### config.mk
export PLATFORM = sky130hd
export DESIGN_NAME = fifo_rr_arb
export DESIGN_NICKNAME = d
export VERILOG_FILES = /design/src/rtl/fifo_rr_arb.sv
export SDC_FILE = /design/constraint.sdc
export NUM_CORES = 1
export LEC_CHECK = 0
export CAP_MARGIN = 0
export CORE_AREA = 2 2 85 127
export DETAILED_ROUTE_END_ITERATION = 7
export DIE_AREA = 0 0 87 129
export PLACE_DENSITY = 0.79
export RECOVER_POWER = 50
export SYNTH_ARGS = -nofsm -noshare
export SYNTH_HDL_FRONTEND = slang
export SYNTH_SLANG_ARGS = --single-unit
### constraint.sdc
create_clock -name clk -period 2.9 [get_ports clk]
set_input_delay 0.435 -clock clk [delete_from_list [all_inputs] [get_ports clk]]
set_output_delay 0.435 -clock clk [all_outputs]
set_load 0.03 [all_outputs]
### src/rtl/fifo_rr_arb.sv
// Round-robin burst arbiter merging several FIFO output ports
// onto one registered valid/deq output.
module fifo_rr_arb #(
  parameter int fifo_width = 32,
  parameter int num_ports  = 4,
  parameter int max_burst  = 4
) (
  input  logic                            clk,
  input  logic                            rst,
  input  logic [num_ports*fifo_width-1:0] in_data,
  input  logic [num_ports-1:0]            in_valid,
  output logic [num_ports-1:0]            in_deq,
  input  logic [num_ports-1:0]            port_en,
  output logic [fifo_width-1:0]           data_out,
  output logic                            valid_out,
  input  logic                            deq,
  output logic                            grant_active,
  output logic [$clog2(num_ports)-1:0]    grant_id
);

  localparam int GW = $clog2(num_ports);
  localparam int CW = $clog2(max_burst + 1);
  localparam logic [CW-1:0] MB = CW'(max_burst);
  localparam logic [GW-1:0] LAST = GW'(num_ports - 1);

  typedef enum logic {IDLE, BURST} state_e;

  state_e                state_q, state_d;
  logic [GW-1:0]         rr_ptr_q, rr_ptr_d;
  logic [GW-1:0]         grant_id_q, grant_id_d;
  logic [CW-1:0]         burst_cnt_q, burst_cnt_d;
  logic [fifo_width-1:0] data_q, data_d;
  logic                  valid_q, valid_d;
  logic [num_ports-1:0]  req;
  logic [GW-1:0]         pick;
  logic [GW-1:0]         sel;
  logic                  slot_free;
  logic                  xfer;

  function automatic logic [GW-1:0] wrap_inc(input logic [GW-1:0] p);
    return (p == LAST) ? '0 : p + 1'b1;
  endfunction

  assign req       = in_valid & port_en;
  assign slot_free = !valid_q || deq;

  // Scan downward so the requester closest to rr_ptr wins last.
  always_comb begin
    pick = '0;
    for (int i = num_ports - 1; i >= 0; i--) begin
      if (req[(int'(rr_ptr_q) + i) % num_ports])
        pick = GW'((int'(rr_ptr_q) + i) % num_ports);
    end
  end

  always_ff @(posedge clk or posedge rst) begin
    if (rst) begin
      state_q     <= IDLE;
      rr_ptr_q    <= '0;
      grant_id_q  <= '0;
      burst_cnt_q <= '0;
      data_q      <= '0;
      valid_q     <= 1'b0;
    end else begin
      state_q     <= state_d;
      rr_ptr_q    <= rr_ptr_d;
      grant_id_q  <= grant_id_d;
      burst_cnt_q <= burst_cnt_d;
      data_q      <= data_d;
      valid_q     <= valid_d;
    end
  end

  always_comb begin
    state_d     = state_q;
    rr_ptr_d    = rr_ptr_q;
    grant_id_d  = grant_id_q;
    burst_cnt_d = burst_cnt_q;
    xfer        = 1'b0;
    sel         = grant_id_q;
    unique case (state_q)
      IDLE: begin
        if (slot_free && |req) begin
          xfer        = 1'b1;
          sel         = pick;
          grant_id_d  = pick;
          burst_cnt_d = CW'(1);
          if (max_burst == 1)
            rr_ptr_d = wrap_inc(pick);
          else
            state_d = BURST;
        end
      end
      BURST: begin
        if (!req[grant_id_q]) begin
          rr_ptr_d = wrap_inc(grant_id_q);
          state_d  = IDLE;
        end else if (slot_free) begin
          xfer        = 1'b1;
          burst_cnt_d = burst_cnt_q + 1'b1;
          if (burst_cnt_d == MB) begin
            rr_ptr_d = wrap_inc(grant_id_q);
            state_d  = IDLE;
          end
        end
      end
    endcase
  end

  always_comb begin
    in_deq  = '0;
    data_d  = data_q;
    valid_d = valid_q;
    if (xfer) begin
      in_deq[sel] = 1'b1;
      data_d      = in_data[int'(sel)*fifo_width +: fifo_width];
      valid_d     = 1'b1;
    end else if (deq) begin
      valid_d = 1'b0;
    end
  end

  assign data_out     = data_q;
  assign valid_out    = valid_q;
  assign grant_active = (state_q == BURST);
  assign grant_id     = grant_id_q;

endmodule

; Yosys cells after proc, flatten, opt, wreduce, memory -nomap -nowiden
; Index checks and enable logic that the tools add are counted.
[word_totals]
input_bits = 139
register_bits = 41
rom_bits = 0
latch_bits = 0
wordCells = 82
mem_bits_rw = 0
n_memories = 0
[op_classes]
div_mod_pow = 0
magnitude_cmp = 7
n_shift = 1
n_eq_ne = 7
multipliers = 0
n_bitwise = 5
n_mux = 40
n_reduce_logical = 11
addsub = 5
[op_table]
columns = op, count
row1 = $shiftx 128x8->32, 1
row2 = $mux 2, 10
row3 = $mux 1, 17
row4 = $lt 3x4->1 const B, 3
row5 = $bmux 1 s2, 5
row6 = $lt 2x3->1 const B, 3
row7 = $mux 3, 3
row8 = $ne 2x1->1 const B, 3
row9 = $pmux 3 s2, 1
row10 = $reduce_and 3->1, 2
row11 = $reduce_or 2->1, 3
row12 = $add 2x1->2 const B, 2
row13 = $add 2x2->2 const B, 2
row14 = $and 4x4->4, 1
row15 = $mux 4, 1
row16 = $ne 2x2->1 const B, 2
row17 = $pmux 1 s2, 2
row18 = $reduce_or 4->1, 1
row19 = $add 3x1->3 const B, 1
row20 = $and 1x1->1 const A, 3
row21 = $eq 3x3->1 const B, 1
row22 = $demux 1 s2, 1
row23 = $eq 2x2->1 const B, 1
row24 = $ge 2x1->1 const B, 1
row25 = 5 further kinds, 6

; Longest topological paths before layout
[depth]
word_depth = 17
mapped_depth = 7

; Worst setup path before layout
; No wires, ideal clock.
[synth_path]
kind = register to output
from = register valid_q, in the netlist valid_out
to = output in_deq[0]
path_buffers = 3
t_required_ns = 2.465
arrival_time_ns = 2.265
path_stages_with_launch = 8
slack_ns = 0.200
cell_sequence = dfrtp_1 nand2b_1 o211a_1 buf_6 buf_4 clkbuf_1 nor2_1 nor3_1
[synth_via]
elab_chain_len = 10
[synth_lines]
columns = item, line_no
row1 = from (decl), 33  ; logic valid_q, valid_d;
row2 = from (signal assigned), 70  ; valid_q <= valid_d;
row3 = $logic_not 1->1 (*), 45  ; assign slot_free = !valid_q || deq;
row4 = $logic_or 1x1->1 (*), 45
row5 = $logic_and 1x1->1, 83  ; if (slot_free && |req) begin
row6 = $mux 2, 83
row7 = $mux 2, --
row8 = $lt 2x3->1 (implied by the code) / $ge 2x1->1 (equally long branches), 115  ; in_deq[sel] = 1'b1;
row9 = $logic_and 1x1->1 (implied by the code), 115
row10 = $mux 1 (implied by the code), 115
row11 = $demux 1 s2, 115
row12 = $mux 4 (*), 114  ; if (xfer) begin
row13 = to (decl), 12  ; output logic [num_ports-1:0] in_deq,
; Mark *: on every way between the ends. The rest lies on a longest branch, timed or not.

; Worst setup path in the final report
[layout_path]
from = input in_valid[2]
to = output in_deq[0]
[layout_via]
elab_chain_len = 15
[layout_lines]
columns = item, line_no
row1 = from (decl), 11  ; input logic [num_ports-1:0] in_valid,
row2 = $and 4x4->4 (*), 44  ; assign req = in_valid & port_en;
row3 = $bmux 1 s2, 51  ; if (req[(int'(rr_ptr_q) + i) % num_ports])
row4 = $mux 1 (implied by the code) (2 in series), 51
row5 = $mux 2 (4 in series), 51
row6 = $mux 2, 83
row7 = $mux 2, --
row8 = $lt 2x3->1 (implied by the code) / $ge 2x1->1 (equally long branches), 115
row9 = $logic_and 1x1->1 (implied by the code), 115
row10 = $mux 1 (implied by the code), 115
row11 = $demux 1 s2, 115
row12 = $mux 4 (*), 114
; Mark *: on every way between the ends. The rest lies on a longest branch, timed or not. The select of a mux whose other input is x is not followed.

==> qor.txt <==
CTS tree = done
Cells after Synth = 554
Synth Cell Area = 4338 um^2
RePlAce Congestion = 0.8289
worst vdd rail ir drop = 557.4 uV
placed insts = 801
Finished Layout Cells = 809
CP endpoint kind = primary output
via count = 5,151
Routed wire per std cell = 18.63 um
Util after Layout = 0.6268
drt first pass iters = 5
largest net degree at the start of global routing = 97
setup TNS = 0 ps
DRC viols = 0
CTS Sinks = 41
DRT Wirelength = 15,070 um
Compound-Gate Fraction of Synth Area = 0.3190
Final Hold Fails = 0
outcome = finished, final reports clean
multiplexer share of the synthesized area = 0.01558
Post-Synth XOR/XNOR Area = 0.002019
GRT overflow = 0
worst r2r path cells = 6
r2r setup slk = 470 ps
Ant. Diodes = 0
Slew HR = 0.04098
layout cell share with drive strength beyond 1 = 0.07659
Worst Path Arrival = 2280 ps
total power = 0.005920 W
Pwr Density = 937.1 nW/um^2
I/O Buffers = 178
post-cts resize count = 0
Die Span Y = 129 um
Hold Path Depth = 1
Yosys reg bits = 41
Synth Net Count = 696
Critical R2R Capture = data_out[20]
die width = 87 um
critical path startpoint category = input port
Hold Path Class = reg -> reg
most common cell after layout, fill and taps aside = clkdlybuf4s50_1
WP data required = 2470 ps
Hold Crit Start = burst_cnt_q[0]
Initial Utilization = 0.4304
Post-Synth Adder-Cell Area = 0.008653
Routed Antenna Nets = 0
Num CTS Buffers = 5
Leak = 2.335 nW
commonest non-fill, non-tap cells in the layout = clkdlybuf4s50_1 (156), nand2_1 (77), a21oi_1 (66), nand2b_1 (65)
fmax = 0.3678 GHz
Slew Viols, Final = 0
io pins = 179
Max Cap Violations = 0
vias in the first global route = 5,021
DPL Wire Length = 10,890 um
area of the die = 11,220 um^2
simple-gate share of the synthesized area = 0.3438
RSZ-0062 raised after global routing = no
row count = 45
Area Overhead vs Synth = 45.63%
critical path class = in -> out
Mean Syn Cell Area = 7.830 um^2
first-pass GRT wire length = 23,330 um
insertion delay of the later-clocked pin in the worst-skew pair = 280 ps
Overall Global Routing Usage = 0.2584
Clock transition at path regs = 60 ps
CTS Buffer Depth = 2
worst hold slack = 516.7 ps
sequential-to-total area share from yosys stat = 0.2365
antenna violations before repair = 0
htree depth = 2
number of setup buffers added after CTS = 0
WHS Endpoint = burst_cnt_q[0]
Post-CTS Hold Buffers = 0
Nets = 833
Max FO, Critical Path = 4
CTS Root Cell = clkbuf_16
Final Critical Period = 2719 ps
combinational family with the most area after synthesis = simple AND/OR/NAND/NOR gates
placeable core area = 10,080 um^2
Warnings, synthesis = 0
worst clock skew = 7.751 ps
final cycle utilization of the critical path = 0.9375
Initial DRC Count = 293
FF-to-FF Start = grant_id[1]
vias per cell = 6.367
Slew @ Worst Pin = 1437 ps
# setup viols final = 0
Synth cell types = 36
how the worst max path moves through the flow:
stage | depth (start not counted) | startpoint | end | slack (ps)
floorplan | 7 | valid_out | in_deq[0] | 200
global placement | 7 | in_valid[2] | in_deq[2] | 230
detailed placement | 7 | port_en[2] | in_deq[2] | 200
CTS | 7 | port_en[2] | in_deq[2] | 200
global route | 7 | port_en[2] | in_deq[0] | 70
finish | 7 | in_valid[2] | in_deq[0] | 180
registers in the layout, indices dropped and copies added, names as in the netlist:
name and cells:
grant_id 2, grant_active 1, valid_out 1, rr_ptr_q 2, burst_cnt_q 3, data_out 32
kinds of logic (layout without fill, tap and decap cells):
| group | count (synthesis) | count (layout) |
|---|---|---|
| muxes | 4 | 4 |
| adders and majority gates | 3 | 3 |
| DFF | 41 | 41 |
| AOI/OAI and AO/OA | 177 | 177 |
| and+or+nand+nor | 259 | 259 |
| buffers and inverters | 69 | 207 |
| xor gates and xnor gates | 1 | 1 |
stage by stage:
stage / worst slack (ps) / area [um^2]
floorplan: 199.8 / 4338
global placement: 235.0 / 6152
detailed placement: 199.4 / 6152
CTS: 198.5 / 6325
global route: 65.83 / 6317
finish: 181.4 / 6317
where the power goes:
group / switching [W] / total [W] / leakage [nW] / internal (W)
Clock: 0.000223 / 0.000653 / 0.0841 / 0.000430
Combinational: 0.00241 / 0.00415 / 1.78 / 0.00174
Sequential: 0.000241 / 0.00112 / 0.470 / 0.000881
critical path, cell delays in order:
cell	delay, ps
clkdlybuf4s50_1	520
nand2_1	140
mux4_2	520
nor2_1	200
nor2_1	80
nor3_1	200
buf_4	190
layer usage:
layer | global-route usage | share of wire | routed length, um
met1 | 0.2761 | 0.36 | 5429
met2 | 0.4782 | 0.54 | 8201
met3 | 0.03592 | 0.052 | 789
met4 | 0.1388 | 0.043 | 648
met5 | 0 | 0 | 0
synthesized netlist by cell type:
cell type	number	area (um^2)
nand4_1	1	6.260
a21o_1	2	15.01
ha_1	3	37.54
xor2_1	1	8.760
o21ai_0	3	15.01
a221oi_1	18	157.7
o211ai_1	2	15.01
and2_1	6	37.54
a32o_1	1	10.01
nand3b_1	2	15.01
nor3_1	1	5.000
inv_1	3	11.26
a21oi_1	66	330.3
buf_6	4	45.04
o21ai_1	1	5.000
o21ai_4	1	16.27
nor2_1	36	135.1
o311ai_1	1	8.760
a311oi_1	64	560.5
a221oi_2	14	210.2
buf_4	4	30.03
buf_1	1	3.750
a22o_1	2	17.52
clkbuf_1	42	157.7
dfrtp_1	41	1026
o211a_1	1	10.01
nand3_1	2	10.01
nand2b_1	65	406.6
o211ai_2	1	12.51
nand2_1	79	296.5
and3_1	2	12.51
nor2b_1	1	6.260
mux4_2	2	45.04
mux2_2	2	22.52
buf_2	15	75.07
and4_1	64	560.5
final cells by class:
type | instances | area, um^2
fill | 915 | 3761
clock buffer | 7 | 142.6
sequential | 41 | 1030
multi-input combinational | 444 | 3020
timing repair buffer | 196 | 1937
clock inverter | 1 | 30.03
inverter | 3 | 11.26
tap | 117 | 146.4
No activity file was read; power rests on OpenSTA's default activity.
==> RTL change: new RTL, same flow settings <==
Reset style: synchronous (`rst`), changed in one clocked block.
--- a/src/rtl/fifo_rr_arb.sv
+++ b/src/rtl/fifo_rr_arb.sv
@@ -55,3 +55,3 @@
 
-  always_ff @(posedge clk or posedge rst) begin
+  always_ff @(posedge clk) begin
     if (rst) begin
Check against the original RTL: not equivalent (Yosys sat finds a counterexample within 4 cycles, from zero or initial values and one cycle with rst high; the reset may be asserted at any time).
==> RTL change against the original RTL <==
Worst setup slack got worse by 100 ps; largest power group unchanged; hold slack got worse by 58 ps; sequential cell count unchanged; design area decreased by 24%; synthesized area decreased by 39%; critical path depth unchanged; wire length decreased by 40%; power decreased by 62%.
==> RTL change: results (changes against the original RTL) <==
stage;metric;value;unit;change
critical_path;crit_slowest_cell;mux4_2;;was clkdlybuf4s50_1
power_and_ir_drop;peakVddDrop;204;uV;was 557 uV
logic_synthesis;synth_sequential_area_ratio;31.2;%;was 23.7%
critical_path;r2r_slack;540;ps;was 470 ps
critical_path;critical_path.max_fanout;3;;was 4
logic_synthesis;async_flop_share;0;%;was 100%
power_and_ir_drop;switchingPower;0.771;mW;was 2.87 mW
logic_synthesis;synth.distinct_cells;38;;was 36
cells_and_area;n_fill_cell;905;;was 915
routing;wire_per_inst;16.2;um;was 18.6 um
critical_path;arrival;2390;ps;was 2280 ps
cells_and_area;final_nets;584;;was 833
global_routing;grt_start_max_net_pins;22;;was 97
power_and_ir_drop;p_clk;0.558;mW;was 0.653 mW
logic_synthesis;synth_nets;397;;was 696
hold_path;holdPathEnd;data_out[1];;was burst_cnt_q[0]
global_routing;grt_pass1_vias;2889;;was 5021
power_and_ir_drop;seq_power_share;30.6;%;was 18.9%
cells_and_area;drive_above_1_share;17.2;%;was 7.66%
critical_path;critPathLaunch;port_en[2];;was in_valid[2]
routing;met2_length;5050;um;was 8200 um
power_and_ir_drop;p_leak;2.18;nW;was 2.34 nW
critical_path;r2r-start;grant_id[0];;was grant_id[1]
routing;vias_per_cell;4.97;;was 6.37
global_routing;met3_usage;4.75;%;was 3.59%
run_status;run_status;complete, no violations;;unchanged
RTL change: cell types whose count changed after synthesis, sizes merged, moves of 32 or more:
| cell | delta |
|---|---|
| clkbuf | -37 |
| a221oi | -32 |
| dfxtp | +41 |
| and4 | -64 |
| a311oi | -63 |
| dfrtp | -41 |
| mux2i | +64 |
| o221ai | +32 |
| nand2 | -39 |
| nand2b | -64 |
| a21oi | -58 |
RTL change: area by class of cell:
class / instances / share of cell area [%]
inverters: 3 / 0.233
flip-flops and latches: 41 / 17.0
clock buffers: 7 / 2.96
repair buffers: 200 / 42.0
well taps: 117 / 3.04
multi-input cells: 191 / 34.8
RTL change: stage by stage:
step | setup WS (ps) | util [%] | cells
floorplan | 301 | - | 255
global placement | 38.4 | 46.2 | 552
detailed placement | -94.8 | 46.2 | 552
CTS | 40.9 | 47.6 | 559
global route | 21.1 | 47.9 | 559
finish | 77.0 | 47.9 | 559
RTL change: tightest hold or removal path, stage by stage, from the launching register on:
cell and delay (ps):
dfxtp_1 320, nand2_1 60, o221ai_2 50
